$ cat src/rtl/watchdog_reset_gen.sv
// Watchdog: fires a fixed-width active-low reset pulse when ENABLE is held
// and KICK shows no rising edge for TIMEOUT_CYC cycles; TIMEOUT_FLAG records every fire.
module watchdog_reset_gen #(
  parameter int unsigned TIMEOUT_CYC = 50000000,
  parameter int unsigned PULSE_CYC   = 5000000,
  parameter int unsigned CNT_W       = 32
) (
  input  logic       OSC_50,
  input  logic       RESET_N,
  input  logic       ENABLE,
  input  logic       KICK,
  input  logic       CLR_FLAG,
  output logic       WDT_RST_N,
  output logic       TIMEOUT_FLAG,
  output logic [1:0] STATE
);

  typedef enum logic [1:0] {
    IDLE = 2'b00,
    RUN  = 2'b01,
    FIRE = 2'b10,
    DEAD = 2'b11
  } state_t;

  localparam logic [CNT_W-1:0] TIMEOUT_LAST = CNT_W'(TIMEOUT_CYC - 1);
  localparam logic [CNT_W-1:0] PULSE_LAST   = CNT_W'(PULSE_CYC - 1);
  localparam logic [CNT_W-1:0] CNT_ONE      = CNT_W'(1);

  state_t           state;
  logic [CNT_W-1:0] cnt;

  logic       kick_s1;
  logic       kick_s2;
  logic       kick_s3;
  logic [1:0] sync_vld;
  logic       kick_armed;
  logic       kick_edge;

  // kick_armed only rises once the synchronizer has carried a genuine low
  // sample of KICK, so a KICK already high at reset release is not a kick.
  always_ff @(posedge OSC_50 or negedge RESET_N) begin
    if (!RESET_N) begin
      kick_s1    <= 1'b0;
      kick_s2    <= 1'b0;
      kick_s3    <= 1'b0;
      sync_vld   <= 2'b00;
      kick_armed <= 1'b0;
    end else begin
      kick_s1  <= KICK;
      kick_s2  <= kick_s1;
      kick_s3  <= kick_s2;
      sync_vld <= {sync_vld[0], 1'b1};
      if (sync_vld[1] && !kick_s2) begin
        kick_armed <= 1'b1;
      end
    end
  end

  assign kick_edge = kick_s2 & ~kick_s3 & kick_armed;

  always_ff @(posedge OSC_50 or negedge RESET_N) begin
    if (!RESET_N) begin
      state        <= IDLE;
      cnt          <= '0;
      WDT_RST_N    <= 1'b1;
      TIMEOUT_FLAG <= 1'b0;
    end else begin
      // A fire in RUN assigns the flag again below, so set beats clear.
      if (CLR_FLAG) begin
        TIMEOUT_FLAG <= 1'b0;
      end
      case (state)
        IDLE: begin
          cnt       <= '0;
          WDT_RST_N <= 1'b1;
          if (ENABLE) begin
            state <= RUN;
          end
        end
        RUN: begin
          if (kick_edge) begin
            cnt <= '0;
          end else if (!ENABLE) begin
            state <= IDLE;
            cnt   <= '0;
          end else if (cnt == TIMEOUT_LAST) begin
            state        <= FIRE;
            cnt          <= '0;
            WDT_RST_N    <= 1'b0;
            TIMEOUT_FLAG <= 1'b1;
          end else begin
            cnt <= cnt + CNT_ONE;
          end
        end
        FIRE: begin
          if (cnt == PULSE_LAST) begin
            WDT_RST_N <= 1'b1;
            cnt       <= '0;
            state     <= ENABLE ? RUN : IDLE;
          end else begin
            cnt <= cnt + CNT_ONE;
          end
        end
        default: begin
          state     <= IDLE;
          cnt       <= '0;
          WDT_RST_N <= 1'b1;
        end
      endcase
    end
  end

  assign STATE = state;

endmodule

$ cat config.mk
export PLATFORM = sky130hd
export DESIGN_NAME = watchdog_reset_gen
export DESIGN_NICKNAME = d
export VERILOG_FILES = /design/src/rtl/watchdog_reset_gen.sv
export SDC_FILE = /design/constraint.sdc
export NUM_CORES = 1
export LEC_CHECK = 0
export CAP_MARGIN = 20
export CORE_MARGIN = 2
export CORE_UTILIZATION = 55
export CTS_BUF_LIST = sky130_fd_sc_hd__clkbuf_4
export CTS_CLUSTER_DIAMETER = 30
export CTS_CLUSTER_SIZE = 30
export DETAILED_ROUTE_END_ITERATION = 16
export HOLD_SLACK_MARGIN = 0.1
export PLACE_DENSITY = 0.8
export SLEW_MARGIN = 20
export SYNTH_ARGS = -nofsm -noshare
export SYNTH_HDL_FRONTEND = slang
export SYNTH_SLANG_ARGS = --single-unit
$ cat constraint.sdc
create_clock -name OSC_50 -period 2.1 [get_ports OSC_50]
set_input_delay 0.42 -clock OSC_50 [delete_from_list [all_inputs] [get_ports OSC_50]]
set_output_delay 0.42 -clock OSC_50 [all_outputs]
set_load 0.01 [all_outputs]
==> out/qor.yml <==
outcome: "finished clean"
gp_congestion: 0.879
avgSynthCellArea_um2: 10.7
grt_max_degree: 43
core-area_um2: 4090
cp_max_fo: 4
dp_hpwl_mm: 3.15
diodes: 0
grt_pass1_wl_mm: 8.34
cts-root-buf: "clkbuf_4"
die_y_um: 69.7
dpl_cell_area_um2: 2610
ir_worst_vdd_mv: 0.362
cts_made_buffers: 5
portBuffers: 8
drt_wl_total_mm: 4.79
cellPowerDensity_nw_per_um2: 696
ys_warn_count: 0
setup_ws_ps: 89.7
grt_pass1_vias: 1715
synth_cell_type_count: 40
dr_total_vias: 1724
multi_input_area_um2: 1270
antenna_found_initial: 0
cts_sinks: 42
r2r-end: "STATE[0]$_DFFE_PN0P_"
nNetsFinal: 254
cts_hold_buf: 0
r2r_cells: 5
rows: 23
syn_nets: 231
drive_gt1_share_pct: 22.9
crit_type: "flip-flop to flip-flop"
leakage_uw: 0.00104
hold_ws_ps: 99.7
synthArstFlopShare_pct: 100
hp-class: "input pin to async pin"
setup_violations: 0
final_area_um2: 2760
h-tree-depth: 2
pre_cts_ws_ps: 51.7
r2r_start: "cnt[28]$_DFF_PN0_"
synth_edf_count: 0
worst_pin_slew_ps: 537
syn2layout_area_growth_pct: 16.1
slew_violations: 0
tritoncts: "done"
startpoint_type: "flip-flop"
switching_share_pct: 26.7
insertion_delay_ps: 370
drv.max_cap_violation_count: 0
wl_per_cell_um: 16.2
initial_core_util_pct: 58.1
finalHoldViolCount: 0
fin_crit_ps: 2010
seq_area_um2: 1050
p_switching_uw: 512
final.setup_skew_ps: 12.4
netlist_area_um2: 2370
num-fill-cells: 302
die_width_um: 69.7
ys_seq_elements: 42
ant_nets: 0
p_comb_share_pct: 22.2
viasPerCell: 5.84
drt-pass1-iter-count: 4
ios: 9
syn_inst: 221
yosys_most_used_dff: "dfrtp_1"
required_ps: 2370
crit_arrival_ps: 2280
timing.slew.headroom_pct: 64.2
seqPwrFrac_pct: 44.3
final_util_pct: 67.4
setup-tns-final_ps: 0
crit_path_start: "cnt[28]$_DFF_PN0_"
grt.overflow.total: 0
grt_usage_pct: 21.6
pwr-share-clk_pct: 33.5
end_kind: "flip-flop"
synth-seq-area-share_pct: 44.3
dieArea_um2: 4860
reg2reg_slack_ps: 90
min_period_over_period_pct: 95.7
rsz0062_at_grt: "yes"
drt_iter0_markers: 101
drc: 0
p_int_uw: 1400
fmax_ghz: 0.497
clk_pin_slew_worst_paths_ps: 130
cts_buffer_depth: 2
[stage by stage]
stage	total power (µW)	cells
after detailed placement	1290	287
final	1920	295
after CTS	1930	295
after global placement	1270	287
after floorplan	1140	221
after global routing	2000	295
[kinds of logic after synthesis]
family	after synthesis	share of synthesized area, %
buf+inv	21	3.85
fa+ha+maj	5	2.64
mux	1	0.474
xor+xnor	29	10.7
simple gates	111	34.6
compound gates	11	3.22
other cells	1	0.158
flops	42	44.3
[cell type report]
cell class,instances,area share [%]
flip-flops and latches,42,38.3
well taps,50,2.27
multi-input cells,158,46.2
clock buffers,5,1.36
inverters,11,1.50
clock inverters,3,2.32
repair buffers,26,8.08
[per-layer routing]
metal,vias up,part of all wire [%],GRT usage (%)
met5,-,0,0
li1,835,-,-
met3,5,3.5,5.23
met1,851,47,29.9
met2,33,48,33.8
met4,0,1.2,6.41
[critical path, stage by stage, from the launching register on]
cell	delay, ps
dfrtp_2	470
nor4_4	300
nand3_1	150
nand4b_1	310
a311oi_2	330
mux2_1	350
[timing repair]
item,CTS,global route
setup buffers,0,0
gates resized for setup,1,7
pin swaps,0,3
setup endpoints to repair,3,4
cloned,0,0
[power groups by stage]
stage	Sequential, µW	Clock [µW]	Combinational [µW]
floorplan	869	0	275
global placement	862	0	413
detailed placement	864	0	421
CTS	848	657	422
global route	850	683	464
finish	848	642	426
[registers in the layout (all words and copies together) (netlist names)]
signal,cells
cnt,32
kick_s2,1
kick_armed,1
sync_vld,2
kick_s3,1
kick_s1,1
TIMEOUT_FLAG,1
WDT_RST_N,1
STATE,2
[placed cells by master, fill, tap and decap left out, types with 2 or more instances in the layout]
cell,netlist,final
nand3_1,10,10
nand4_4,2,2
o31a_1,2,2
bufinv_16,0,2
inv_1,11,11
nor4_1,5,3
clkdlybuf4s50_1,0,7
nor3_1,7,7
ha_1,5,5
nor3b_1,22,22
nor4bb_1,2,2
nor4_2,9,10
xnor2_1,24,24
dfrtp_1,41,39
nor3b_2,8,8
clkbuf_4,0,5
dfrtp_2,0,2
nand4_1,6,6
xor2_1,5,5
nand2_1,12,12
and2_1,4,4
nor2_1,10,10
a21oi_1,3,2
and4_1,5,5
buf_4,2,17
[synthesized netlist by cell type (2+ instances only)]
cell,n,area [µm²]
nand2_1,12,45.0
ha_1,5,62.6
and4_1,5,43.8
nor4bb_1,2,20.0
nand4_1,6,37.5
nor4b_1,2,17.5
dfrtp_1,41,1030
nor2_1,10,37.5
nor3b_2,8,100
buf_2,4,20.0
clkbuf_1,4,15.0
nand4_4,2,42.5
a21oi_1,3,15.0
nor3b_1,22,165
nand3_1,10,50.1
nor4_2,9,113
xor2_1,5,43.8
o31a_1,2,17.5
buf_4,2,15.0
inv_1,11,41.3
xnor2_1,24,210
nor3_1,7,35.0
and2_1,4,25.0
nor4_1,5,31.3
[how the worst max path moves through the flow]
stage                     cells after the start                   end  slack (ps)
after floorplan                               6  STATE[0]$_DFFE_PN0P_         110
after CTS                                     5  STATE[0]$_DFFE_PN0P_          30
after detailed placement                      5  STATE[0]$_DFFE_PN0P_          50
final                                         5  STATE[0]$_DFFE_PN0P_          90
after global routing                          5  STATE[0]$_DFFE_PN0P_         -10
after global placement                        5  STATE[0]$_DFFE_PN0P_          70
Power figures use the tool's default switching activity.
